### config.mk
export PLATFORM = sky130hd
export DESIGN_NAME = instr_fetch
export DESIGN_NICKNAME = d
export VERILOG_FILES = /design/src/rtl/instr_fetch.sv
export SDC_FILE = /design/constraint.sdc
export NUM_CORES = 1
export LEC_CHECK = 0
export CORE_UTILIZATION = 37
export CTS_CLUSTER_SIZE = 16
export DETAILED_ROUTE_END_ITERATION = 7
export PLACE_DENSITY = 0.79
export SYNTH_ARGS = -nofsm -noshare
export SYNTH_HDL_FRONTEND = slang
export SYNTH_SLANG_ARGS = --single-unit
### constraint.sdc
create_clock -name clk -period 1.6 [get_ports clk]
set_clock_uncertainty 0.15 [all_clocks]
set_input_delay 0.16 -clock clk [delete_from_list [all_inputs] [get_ports clk]]
set_output_delay 0.16 -clock clk [all_outputs]
set_load 0.02 [all_outputs]
### src/rtl/instr_fetch.sv
// Instruction fetch stage: holds the PC, fetches words over imem req/ack, and presents decoded fields.
// The optional fetch timeout and its sticky fetch_err flag are enabled by defining FETCH_TIMEOUT_EN.
module instr_fetch #(
  parameter int                PC_W     = 8,
  parameter int                INSTR_W  = 16,
  parameter logic [PC_W-1:0]   RESET_PC = '0,
  parameter int                TIMEOUT  = 15
) (
  input  logic               clk,
  input  logic               rst_n,
  output logic               imem_req,
  output logic [PC_W-1:0]    imem_addr,
  input  logic               imem_ack,
  input  logic [INSTR_W-1:0] imem_rdata,
  input  logic               stall,
  input  logic               pc_flag,
  input  logic [PC_W-1:0]    jump_target,
  output logic               instr_valid,
  output logic [3:0]         opcode,
  output logic [5:0]         func,
  output logic [7:0]         imm,
  output logic [PC_W-1:0]    pc,
  output logic               fetch_err,
  output logic [1:0]         state_dbg
);

  typedef enum logic [1:0] {
    S_REQ   = 2'd0,
    S_WAIT  = 2'd1,
    S_ISSUE = 2'd2
  } state_t;

  state_t             state, state_nxt;
  logic [INSTR_W-1:0] ir;
  logic               req_active;
  logic               latch_ir;
  logic               req_block;
  logic               timeout_hit;

  // Handshake: imem_req stays high from REQ until the cycle imem_ack is seen;
  // a word is taken only when imem_req and imem_ack are high together.
  // instr_valid marks the ISSUE cycles; stall=1 holds the instruction there.

`ifdef FETCH_TIMEOUT_EN
  logic [7:0] wait_cnt;
  logic       err_q;
  logic       drop_q;

  assign timeout_hit = (state == S_WAIT) && !imem_ack && (wait_cnt == 8'(TIMEOUT - 1));
  assign req_block   = drop_q;
  assign fetch_err   = err_q;

  // drop_q forces the single request-low cycle that follows a timeout.
  always_ff @(posedge clk or negedge rst_n) begin
    if (!rst_n) begin
      wait_cnt <= '0;
      err_q    <= 1'b0;
      drop_q   <= 1'b0;
    end else begin
      drop_q <= timeout_hit;
      if (timeout_hit) begin
        err_q <= 1'b1;
      end
      if (state == S_WAIT && !timeout_hit) begin
        wait_cnt <= wait_cnt + 8'd1;
      end else begin
        wait_cnt <= '0;
      end
    end
  end
`else
  assign timeout_hit = 1'b0;
  assign req_block   = 1'b0;
  assign fetch_err   = 1'b0;
`endif

  // State register
  always_ff @(posedge clk or negedge rst_n) begin
    if (!rst_n) begin
      state <= S_REQ;
    end else begin
      state <= state_nxt;
    end
  end

  // Next-state logic
  always_comb begin
    state_nxt = state;
    case (state)
      S_REQ: begin
        if (req_block)     state_nxt = S_REQ;
        else if (imem_ack) state_nxt = S_ISSUE;
        else               state_nxt = S_WAIT;
      end
      S_WAIT: begin
        if (imem_ack)         state_nxt = S_ISSUE;
        else if (timeout_hit) state_nxt = S_REQ;
        else                  state_nxt = S_WAIT;
      end
      S_ISSUE: begin
        if (!stall) state_nxt = S_REQ;
      end
      default: state_nxt = S_REQ;
    endcase
  end

  // Output logic; the request is gated by rst_n so it drops the instant reset asserts.
  always_comb begin
    req_active  = ((state == S_REQ) && !req_block) || (state == S_WAIT);
    imem_req    = rst_n && req_active;
    latch_ir    = req_active && imem_ack;
    instr_valid = (state == S_ISSUE);
  end

  // Instruction register and program counter
  always_ff @(posedge clk or negedge rst_n) begin
    if (!rst_n) begin
      ir <= '0;
      pc <= RESET_PC;
    end else begin
      if (latch_ir) begin
        ir <= imem_rdata;
      end
      if (state == S_ISSUE && !stall) begin
        pc <= pc_flag ? jump_target : pc + 1'b1;
      end
    end
  end

  assign imem_addr = pc;
  assign opcode    = ir[15:12];
  assign func      = ir[5:0];
  assign imm       = ir[7:0];
  assign state_dbg = state;

endmodule
==> results.env, run 1 <==
DRIVE_GT1_SHARE_PCT=16.3
STARTING_DENSITY_OF_THE_CORE_PCT=38.8
FINALSETUPVIOLATIONS=0
GRT_OVERFLOW=0
FINAL_CELL_COUNT_NO_FILL=204
POWER_DENS_CELLS_nW_PER_UM2=1300
SYNTH-ADDER-AREA-SHARE_PCT=1.06
FINALCRITPERIODSHARE_PCT=94.5
POST_CTS.REPAIR.SETUP_BUFFERS=0
INITIALDRTVIOLATIONCOUNT=7
CTS_MAX_LEVEL=1
BUFFER_PORTS.INSERTED=62
POSTSYNTHCELLCOUNT=107
ANTENNA_FOUND_INITIAL=0
RSZ0062_AT_GRT='no'
FINAL_ANTENNA_VIOLATING_NET_COUNT=0
WORSTPATHMAXFANOUT=7
SYNTHDISTINCTLIBCELLS=28
CTS_TREE='done'
DIE_Y_UM=58.4
MAX-VDD-IR-DROP_V=0.000650
PERIOD_MINUS_SLACK_NS=1.51
DPL.HPWL_MM=1.95
DIE_AREA_UM2=3410
FINISH.UTILIZATION_PCT=59.4
N_FILL_CELL=261
RUN_STATUS='finished clean'
POST_DRT_VIA_CELL_RATIO=4.80
FIRST_PASS_GRT_WIRE_LENGTH_MM=4.11
HOLDBUFCOUNTCTS=0
CP-END-KIND='flip-flop'
MAXCAPVIOLCOUNT=0
YOSYSWARNINGCOUNT=0
MAIN_COMBINATIONAL_CELL_FAMILY_BY_AREA_AFTER_SYNTHESIS='simple AND/OR/NAND/NOR gates'
SYNTH.MUX.AREA_FRACTION_PCT=15.0
FIRST_GLOBAL_VIAS=916
CRIT_PATH_CELL_TRACE='ha_1 > and3_1 > and4_1 > nor3_1'
TIMING.CRITICAL_PATH.FROM_TYPE='flip-flop'
ROUTE.DETAILED.DRC=0
NUMNETS_FINAL=191
FINALWIRELENGTH_MM=2.56
SHARE_OF_THE_SYNTHESIZED_AREA_IN_COMPOUND_GATES_AO_OA_AOI_OAI_PCT=9.04
MAX-CLOCK-PATH-BUFFERS=2
FIRSTDRTPASSITERS=4
SYNTH_SIMPLE_GATE_AREA_SHARE_PCT=15.6
MAXIMUM_NUMBER_OF_PINS_ON_ONE_NET_BEFORE_GLOBAL_ROUTE_REPAIR=23
CORE-AREA_UM2=3030
SYNTH_AREA_PER_CELL_UM2=11.0
CRITPATHMAXSTAGEDELAY_NS=0.47
NUM_VIAS=979
WORST-SETUP-PATH-TYPE='flip-flop to flip-flop'
YOSYSTOPAREACELLSHARE_PCT=46.8
SYNTH_XOR_AREA_SHARE_PCT=0
CLK_LATENCY_NS=0.30
NETLIST_AREA_UM2=1180
GRTUSAGETOTAL_PCT=15.5
WORSTPATHARRIVAL_NS=1.58
LAYOUT.CELLS.MOST_COMMON='sky130_fd_sc_hd__dlygate4sd2_1'
SYNTH.LARGEST_AREA_CELL='sky130_fd_sc_hd__dfrtp_1'
DIODES=0
CRIT_PATH_TOP_DELAY_CELL='sky130_fd_sc_hd__dfrtp_2'
PLACED_CELLS_INCL_TAPS=200
SYNTHESIZED_NETS=137
TOP_LEVEL_PORTS=68
REQUIRED_NS=1.67
FINAL.SETUP.TNS_NS=0
FINAL_HOLD_VIOL_COUNT=0
HOLD_PATH.CLASS='primary input to asynchronous set/reset pin'
YOSYSSEQAREASHARE_PCT=46.8
CTS.SINK_COUNT=22
DIE-WIDTH_UM=58.4
ROOT_BUF_CELL='sky130_fd_sc_hd__clkbuf_4'
FINAL_CELL_MIX='sky130_fd_sc_hd__dlygate4sd2_1 (33), sky130_fd_sc_hd__clkdlybuf4s50_1 (24), sky130_fd_sc_hd__dfrtp_1 (21)'
TOTAL_POWER_W=0.00233
REPORT.FINAL.SLEW_VIOL_COUNT=0
AREA_GROWTH_SYN_TO_LAYOUT_PCT=52.9
LEAKAGE_nW=0.835
CTS_BUFFERS=3
PLACEMENTROWS=20
YS_SEQ_ELEMENTS=22
PLACE_CONGESTION=0.717
NETLIST_TOP_CELLS_AREA='sky130_fd_sc_hd__dfrtp_1 (47%), sky130_fd_sc_hd__mux2_2 (12%), sky130_fd_sc_hd__buf_4 (10%)'
CLOCK_EDGE_TRANSITION_AT_THE_REGISTERS_ON_THE_REPORTED_SETUP_AND_HOLD_PATHS_NS=0.13
POST_DRT_WL_PER_CELL_UM=12.5
FMAXACHIEVABLE_GHz=0.661
-- timing repair --
action,4_1_cts,5_1_grt
endpoints found under the setup margin,35,6
endpoints found under the hold margin,0,0
gates resized for setup,36,6
-- registers in the layout, indices dropped and copies added (netlist names) --
register	flops
imem_addr	8
ir	12
state_dbg	2
-- cell families after synthesis --
| kind of cell | count (synthesis) |
|---|---|
| adder cells (fa/ha/maj) | 1 |
| AO/OA/AOI/OAI | 16 |
| other | 1 |
| buffers and inverters | 20 |
| multiplexers | 16 |
| flip-flops | 22 |
| AND/OR/NAND/NOR | 31 |
-- power breakdown --
part / internal (W) / switching [W]
logic: 0.000491 / 0.000576
registers: 0.000696 / 0.000153
clock network: 0.000253 / 0.000163
total: 0.00144 / 0.000891
-- worst paths after layout --
path                                     startpoint                  endpoint  slack, ns  cells past startpoint
setup / recovery           imem_addr[0]$_DFFE_PN0P_  imem_addr[6]$_DFFE_PN0P_       0.09                      4
hold / removal                                rst_n         ir[3]$_DFFE_PN0P_       0.06                      2
setup reg to reg           imem_addr[0]$_DFFE_PN0P_  imem_addr[6]$_DFFE_PN0P_       0.09                      4
hold reg to reg                  ir[13]$_DFFE_PN0P_        ir[13]$_DFFE_PN0P_       0.37                      1
max in group asynchronous                     rst_n  imem_addr[0]$_DFFE_PN0P_       1.01                      2
min in group clk                           imem_ack  state_dbg[0]$_DFFE_PN0P_       0.26                      2
-- metrics by stage --
| step | hold slack (ns) | area, um^2 | setup WS [ns] |
|---|---|---|---|
| finish | 0.0616 | 1800 | 0.0876 |
| global route | 0.0665 | 1800 | 0.00226 |
| CTS | 0.0583 | 1790 | 0.000355 |
| detailed placement | 0.348 | 1780 | -0.0826 |
| global placement | 0.339 | 1780 | -0.0782 |
| floorplan | -0.286 | 1180 | 0.0491 |
-- synthesized netlist by cell type --
master                      n
sky130_fd_sc_hd__dfrtp_1   22
sky130_fd_sc_hd__buf_4     16
sky130_fd_sc_hd__mux2_2    13
sky130_fd_sc_hd__nor2_1     7
sky130_fd_sc_hd__a21oi_1    4
sky130_fd_sc_hd__a22o_1     4
sky130_fd_sc_hd__nor2b_1    4
sky130_fd_sc_hd__o21ai_0    4
sky130_fd_sc_hd__and3_1     3
sky130_fd_sc_hd__mux2i_1    3
sky130_fd_sc_hd__nand2_1    3
sky130_fd_sc_hd__nand2b_1   3
sky130_fd_sc_hd__and2_1     2
sky130_fd_sc_hd__and4_1     2
sky130_fd_sc_hd__clkbuf_1   2
sky130_fd_sc_hd__nand3_1    2
sky130_fd_sc_hd__nand4_1    2
sky130_fd_sc_hd__a211o_1    1
sky130_fd_sc_hd__a211oi_1   1
sky130_fd_sc_hd__a21o_1     1
sky130_fd_sc_hd__buf_6      1
sky130_fd_sc_hd__conb_1     1
sky130_fd_sc_hd__ha_1       1
sky130_fd_sc_hd__inv_1      1
sky130_fd_sc_hd__nand3b_1   1
sky130_fd_sc_hd__nor3_1     1
sky130_fd_sc_hd__nor3b_4    1
sky130_fd_sc_hd__o31ai_1    1
-- critical path: cells and delay by family (launching register included) --
kind | cells | cell delay (ns)
flops | 1 | 0.47
simple gates | 3 | 0.55
fa+ha+maj | 1 | 0.25
-- cell type report --
| class | instances | area (um^2) | area share (%) |
|---|---|---|---|
| clock buffers | 3 | 22.5 | 1.25 |
| clock inverters | 1 | 30.0 | 1.67 |
| inverters | 1 | 3.75 | 0.209 |
| multi-input cells | 65 | 483 | 26.9 |
| flip-flops and latches | 22 | 552 | 30.7 |
| well taps | 44 | 55.1 | 3.06 |
| repair buffers | 68 | 652 | 36.3 |
-- metal layers --
| layer | track usage [%] | wire length [um] | vias to the layer above |
|---|---|---|---|
| met5 | 0 | 0 | - |
| met4 | 5.10 | 21 | 0 |
| li1 | - | - | 469 |
| met2 | 28.6 | 1300 | 41 |
| met3 | 2.42 | 149 | 2 |
| met1 | 18.5 | 1090 | 467 |
(Power assumes the default switching activity.)
==> run 2, diff against run 1 <==
REMOVE_ABC_BUFFERS = 1   (was not set)
==> run 2 against run 1 <==
Net effect:
- the run now ends with DRC left
- hold slack improved by 0.012 ns
- critical endpoint is now imem_req
- non-clock buffer count fell by 1
- largest cell class unchanged
- sequential power about the same
==> results.env, run 2 (synthesis gave the netlist of run 1 again) <==
FINALSETUPVIOLATIONS=0  # unchanged
PATH_BUF_INV=1  # was 0
WORSTPATHARRIVAL_NS=1.21  # was 1.58 ns
CLOCK_EDGE_TRANSITION_AT_THE_REGISTERS_ON_THE_REPORTED_SETUP_AND_HOLD_PATHS_NS=0.13  # about the same
CRITPATHMAXSTAGEDELAY_NS=0.46  # was 0.47 ns
CRIT_PATH_TOP_DELAY_CELL='sky130_fd_sc_hd__dfrtp_2'  # unchanged
LAYOUT.CELLS.MOST_COMMON='sky130_fd_sc_hd__dlygate4sd2_1'  # unchanged
CORE-AREA_UM2=3030  # unchanged
CLK_LATENCY_NS=0.30  # about the same
POST_DRT_WL_PER_CELL_UM=13.8  # was 12.5 um
CTS.SINK_COUNT=22  # unchanged
MAX-CLOCK-PATH-BUFFERS=2  # unchanged
DRIVE_GT1_SHARE_PCT=18.2  # was 16.3%
STARTING_DENSITY_OF_THE_CORE_PCT=38.8  # unchanged
LEAKAGE_nW=0.823  # was 0.835 nW
CP-END-KIND='output pin'  # was flip-flop
CTS_BUFFERS=3  # unchanged
GRT_OVERFLOW=0  # unchanged
FINAL_CELL_MIX='sky130_fd_sc_hd__dlygate4sd2_1 (34), sky130_fd_sc_hd__clkdlybuf4s50_1 (24), sky130_fd_sc_hd__dfrtp_1 (19)'  # was sky130_fd_sc_hd__dlygate4sd2_1 (33), sky130_fd_sc_hd__clkdlybuf4s50_1 (24), sky130_fd_sc_hd__dfrtp_1 (21)
REQUIRED_NS=1.29  # was 1.67 ns
FINALCRITPERIODSHARE_PCT=95.2  # was 94.5%
WORST_HOLD_SLACK_NS=0.0733  # was 0.0616 ns
MAXCAPVIOLCOUNT=0  # unchanged
CTS_TREE='done'  # unchanged
VIOLATIONS='DRC'
HOLD_PATH.CLASS='primary input to asynchronous set/reset pin'  # unchanged
PLACE_CONGESTION=0.709  # was 0.717
WORST-SETUP-PATH-TYPE='flip-flop to output pin'  # was flip-flop to flip-flop
FINAL_HOLD_VIOL_COUNT=0  # unchanged
CRIT_FAMILY='flip-flops'  # was simple AND/OR/NAND/NOR gates
MULTI_INPUT_COMB_AREA_UM2=490  # was 483 um^2
ROOT_BUF_CELL='sky130_fd_sc_hd__clkbuf_4'  # unchanged
DIE-WIDTH_UM=58.4  # unchanged
LARGEST_REGISTER_FF_COUNT=12  # unchanged
N_FILL_CELL=283  # was 261
REG2REG_SETUP_SLACK_NS=0.09  # about the same
TOP_LEVEL_PORTS=68  # unchanged
CTS_MAX_LEVEL=1  # unchanged
ROUTE.DETAILED.DRC=1  # was 0
PLACEMENTROWS=20  # unchanged
RSZ0062_AT_GRT='no'  # unchanged
DPL.HPWL_MM=2.14  # was 1.95 mm
FINALWIRELENGTH_MM=2.80  # was 2.56 mm
PLACE_WS_NS=-0.112  # was -0.0826 ns
GRTUSAGETOTAL_PCT=16.9  # was 15.5%
FINAL_ANTENNA_VIOLATING_NET_COUNT=0  # unchanged
DIODES=0  # unchanged
POWER_DENS_CELLS_nW_PER_UM2=1300  # about the same
ANTENNA_FOUND_INITIAL=0  # unchanged
FIRST_PASS_GRT_WIRE_LENGTH_MM=4.47  # was 4.11 mm
CRIT_PATH_CELL_TRACE='nor2b_1 > clkdlybuf4s15_1'  # was ha_1 > and3_1 > and4_1 > nor3_1
DIE_AREA_UM2=3410  # unchanged
AREA_GROWTH_SYN_TO_LAYOUT_PCT=53.3  # was 52.9%
R2R_CELLS=4  # unchanged
BUFFER_PORTS.INSERTED=62  # unchanged
POST_DRT_VIA_CELL_RATIO=4.86  # was 4.80
FIRST_GLOBAL_VIAS=972  # was 916
DIE_Y_UM=58.4  # unchanged
NUMNETS_FINAL=190  # was 191
MAX_FLOP_REGISTER='ir'  # unchanged
FINISH.UTILIZATION_PCT=59.5  # was 59.4%
SEQCELLAREA_UM2=554  # was 552 um^2
INITIALDRTVIOLATIONCOUNT=22  # was 7
WORSTPATHMAXFANOUT=6  # was 7
REPORT.FINAL.SLEW_VIOL_COUNT=0  # unchanged
NUM_VIAS=986  # was 979
POSTLAYOUTSETUPSLACKWORST_NS=0.0773  # was 0.0876 ns
FMAXACHIEVABLE_GHz=0.657  # was 0.661 GHz
POST_CTS.REPAIR.SETUP_BUFFERS=0  # unchanged
TIMING.CRITICAL_PATH.FROM_TYPE='flip-flop'  # unchanged
RR_ENDPOINT='imem_addr[6]$_DFFE_PN0P_'  # unchanged
PERIOD_MINUS_SLACK_NS=1.52  # was 1.51 ns
WORSTREG2REGSTART='imem_addr[0]$_DFFE_PN0P_'  # unchanged
MAXIMUM_NUMBER_OF_PINS_ON_ONE_NET_BEFORE_GLOBAL_ROUTE_REPAIR=23  # unchanged
FIRSTDRTPASSITERS=6  # was 4
MAX-VDD-IR-DROP_V=0.000743  # was 0.000650 V
RUN_STATUS='finished with violations'  # was finished clean
==> run 2: cell count changes in the layout (fill, tap and decap cells not counted), sizes merged <==
cell and change:
dlymetal6s2s -1, buf -1, clkbuf -1, dlygate4sd2 +1, clkdlybuf4s15 +1
==> run 2: worst max-delay path by stage <==
| stage | startpoint | to | cells after the start |
|---|---|---|---|
| after floorplan | state_dbg[1]$_DFFE_PN0P_ | ir[0]$_DFFE_PN0P_ | 2 |
| after detailed placement | rst_n | imem_req | 3 |
| final | state_dbg[1]$_DFFE_PN0P_ | imem_req | 2 |
| after CTS | ir[13]$_DFFE_PN0P_ | opcode[1] | 1 |
| after global routing | imem_addr[0]$_DFFE_PN0P_ | imem_addr[6]$_DFFE_PN0P_ | 4 |
| after global placement | rst_n | imem_req | 3 |
==> run 2: routing by layer <==
metal	global-route usage, %	wire length, um
met1	21.7	1170
met2	30.7	1510
met3	0.879	94
met4	5.10	31
met5	0	0
==> run 2: metrics by stage <==
stage          TNS, ns  total power [W]  std cells  cell area, um^2
2_1_floorplan    -2.51          0.00143         88             1040
6_report             0          0.00234        203             1800
4_1_cts              0          0.00236        203             1790
5_1_grt              0          0.00249        203             1800
3_3_place_gp   -0.0932          0.00206        199             1780
3_5_place_dp    -0.312          0.00211        199             1780
==> run 2: layout make-up <==
class | count | area share, %
Timing Repair Buffer | 67 | 35.9
Sequential cell | 22 | 30.7
Multi-Input combinational cell | 65 | 27.2
Tap cell | 44 | 3.05
Clock inverter | 1 | 1.67
Clock buffer | 3 | 1.25
Inverter | 1 | 0.208
==> run 2: power by group <==
part	leakage [nW]	switching [W]	total (W)	internal [W]
clock network	0.0279	0.000170	0.000423	0.000253
logic	0.542	0.000579	0.00107	0.000491
registers	0.254	0.000152	0.000851	0.000699
total	0.823	0.000901	0.00234	0.00144
==> run 2: what timing repair did <==
action                                  4_1_cts  5_1_grt
endpoints found under the setup margin       36        5
hold buffers                                  0        0
gates resized for setup                      38        8
==> run 3, diff against run 2 <==
CORE_ASPECT_RATIO = 0.7   (was not set)
SLEW_MARGIN = 5   (was not set)
==> run 3 against run 2 <==
Net effect:
- the run now ends clean
- critical path type unchanged
- die area grew 0.10%
- register-to-register slack gained 0.02 ns
- critical path depth shrank 1
==> results.env, run 3 (synthesis gave the netlist of run 1 again) <==
RUN_STATUS='finished clean'  # was finished with violations
GRTUSAGETOTAL_PCT=16.9  # about the same
LARGEST_REGISTER_FF_COUNT=12  # unchanged
MAX-VDD-IR-DROP_V=0.000662  # was 0.000743 V
FINAL_ANTENNA_VIOLATING_NET_COUNT=0  # unchanged
NUM_VIAS=976  # was 986
TOP_LEVEL_PORTS=68  # unchanged
STARTING_DENSITY_OF_THE_CORE_PCT=40.5  # was 38.8%
LAYOUT.CELLS.MOST_COMMON='sky130_fd_sc_hd__clkdlybuf4s50_1'  # was sky130_fd_sc_hd__dlygate4sd2_1
PLACE_CONGESTION=0.740  # was 0.709
PLACEMENTROWS=16  # was 20
CTS.SINK_COUNT=22  # unchanged
DIE_AREA_UM2=3410  # about the same
PERIOD_MINUS_SLACK_NS=1.56  # was 1.52 ns
INITIALDRTVIOLATIONCOUNT=29  # was 22
CORE-AREA_UM2=2900  # was 3030 um^2
FINALCRITPERIODSHARE_PCT=97.3  # was 95.2%
RSZ0062_AT_GRT='no'  # unchanged
DIE_Y_UM=49.2  # was 58.4 um
TIMING.CRITICAL_PATH.FROM_TYPE='flip-flop'  # unchanged
FIRST_PASS_GRT_WIRE_LENGTH_MM=4.60  # was 4.47 mm
CTS_TREE='done'  # unchanged
HOLDBUFCOUNTCTS=0  # unchanged
WORSTPATHARRIVAL_NS=1.25  # was 1.21 ns
DIODES=0  # unchanged
POST_DRT_VIA_CELL_RATIO=4.93  # was 4.86
MAX_FLOP_REGISTER='ir'  # unchanged
CP.DEPTH=1  # was 2
LEAKAGE_nW=0.790  # was 0.823 nW
CP-END-KIND='output pin'  # unchanged
FINALWIRELENGTH_MM=2.67  # was 2.80 mm
MAXCAPVIOLCOUNT=0  # unchanged
GLOBAL_ROUTE_MET3_UTILIZATION_PCT=3.51  # was 0.879%
CRITPATHMAXSTAGEDELAY_NS=0.61  # was 0.46 ns
CRIT_PATH_TOP_DELAY_CELL='sky130_fd_sc_hd__clkdlybuf4s50_1'  # was sky130_fd_sc_hd__dfrtp_2
GR-USAGE-MET2_PCT=32.2  # was 30.7%
MAXIMUM_NUMBER_OF_PINS_ON_ONE_NET_BEFORE_GLOBAL_ROUTE_REPAIR=23  # unchanged
REQUIRED_NS=1.29  # about the same
REPORT.FINAL.SLEW_VIOL_COUNT=0  # unchanged
CTS_MAX_LEVEL=1  # unchanged
DPL.HPWL_MM=2.15  # was 2.14 mm
FINAL.SETUP.TNS_NS=0  # unchanged
CRIT_FAMILY='buffers and inverters'  # was flip-flops
DRIVE_GT1_SHARE_PCT=17.9  # was 18.2%
MAX-CLOCK-PATH-BUFFERS=2  # unchanged
DIE-WIDTH_UM=69.4  # was 58.4 um
BUFFER_PORTS.INSERTED=62  # unchanged
TOTAL_POWER_W=0.00232  # was 0.00234 W
ROUTE.DETAILED.DRC=0  # was 1
CRIT_PATH_CELL_TRACE='clkdlybuf4s50_1'  # was nor2b_1 > clkdlybuf4s15_1
CLOCK_EDGE_TRANSITION_AT_THE_REGISTERS_ON_THE_REPORTED_SETUP_AND_HOLD_PATHS_NS=0.07  # was 0.13 ns
CTS_BUFFERS=3  # unchanged
R2R_CELLS=4  # unchanged
CLK_LATENCY_NS=0.25  # was 0.30 ns
HOLD_PATH.CLASS='primary input to asynchronous set/reset pin'  # unchanged
WORST-SETUP-PATH-TYPE='flip-flop to output pin'  # unchanged
FMAXACHIEVABLE_GHz=0.642  # was 0.657 GHz
PATH_BUF_INV=1  # unchanged
ROOT_BUF_CELL='sky130_fd_sc_hd__clkbuf_8'  # was sky130_fd_sc_hd__clkbuf_4
POST_DRT_WL_PER_CELL_UM=13.5  # was 13.8 um
ANTENNA_FOUND_INITIAL=0  # unchanged
FINALSETUPVIOLATIONS=0  # unchanged
AREA_GROWTH_SYN_TO_LAYOUT_PCT=52.2  # was 53.3%
FIRSTDRTPASSITERS=2  # was 6
GRT_MOST_USED_LAYER='met2'  # unchanged
WORSTPATHMAXFANOUT=3  # was 6
GRTUSAGEMET1_PCT=19.2  # was 21.7%
FINAL_HOLD_VIOL_COUNT=0  # unchanged
NUMNETS_FINAL=194  # was 190
FINAL_CELL_MIX='sky130_fd_sc_hd__clkdlybuf4s50_1 (43), sky130_fd_sc_hd__dfrtp_1 (21), sky130_fd_sc_hd__dlygate4sd2_1 (18)'  # was sky130_fd_sc_hd__dlygate4sd2_1 (34), sky130_fd_sc_hd__clkdlybuf4s50_1 (24), sky130_fd_sc_hd__dfrtp_1 (19)
POWER_DENS_CELLS_nW_PER_UM2=1290  # was 1300 nW/um^2
FIRST_GLOBAL_VIAS=1020  # was 972
GRT_OVERFLOW=0  # unchanged
run 3: cell types whose count changed in the layout (fill, tap and decap cells not counted), moves of 3 or more:
cell                              before  now
sky130_fd_sc_hd__buf_4                 3    9
sky130_fd_sc_hd__clkbuf_4              3    0
sky130_fd_sc_hd__clkbuf_8              0    3
sky130_fd_sc_hd__clkdlybuf4s50_1      24   43
sky130_fd_sc_hd__dlygate4sd2_1        34   18
run 3: metrics by stage:
step | instances | hold slack (ns) | cell area (um^2) | utilization, % | worst slack (ns)
6_report | 198 | 0.158 | 1790 | 61.7 | 0.0430
5_1_grt | 198 | 0.175 | 1790 | 61.7 | 0.000808
4_1_cts | 198 | 0.171 | 1790 | 61.6 | 0.0271
3_5_place_dp | 195 | 0.348 | 1770 | 61.0 | -0.120
3_3_place_gp | 195 | 0.340 | 1770 | 61.0 | -0.115
2_1_floorplan | 88 | -0.286 | 1040 | - | -0.192
run 3: layout make-up:
type | count | area (um^2)
fill | 259 | 1110
timing repair buffer | 71 | 661
sequential | 22 | 552
multi-input combinational | 65 | 488
tap | 36 | 45.0
clock buffer | 3 | 41.3
inverter | 1 | 3.75
run 3: worst paths after layout:
kind                                               start                        to  slack (ns)
worst max register to register  imem_addr[0]$_DFFE_PN0P_  imem_addr[6]$_DFFE_PN0P_        0.11
worst min-delay path                               rst_n  imem_addr[6]$_DFFE_PN0P_        0.16
worst max-delay path            imem_addr[4]$_DFFE_PN0P_              imem_addr[4]        0.04
worst min register to register        ir[13]$_DFFE_PN0P_        ir[13]$_DFFE_PN0P_        0.36
max in group asynchronous                          rst_n  imem_addr[0]$_DFFE_PN0P_        0.90
min in group clk                                imem_ack  state_dbg[0]$_DFFE_PN0P_        0.33
run 3: power breakdown:
group / switching (W) / leakage, nW / internal, W / total [W]
sequential: 0.000141 / 0.256 / 0.000698 / 0.000839
combinational: 0.000588 / 0.513 / 0.000570 / 0.00116
clock: 0.000154 / 0.0216 / 0.000167 / 0.000322
run 3: metal layers:
layer / up-vias / wire length [um] / part of all wire [%]
li1: 468 / - / -
met1: 476 / 1090 / 41
met2: 30 / 1440 / 54
met3: 2 / 118 / 4.4
met4: 0 / 22 / 0.82
met5: - / 0 / 0
run 3: repair_timing:
action	in CTS	in global routing
setup buffers	0	0
setup endpoints to repair	19	2
resized for setup	19	4
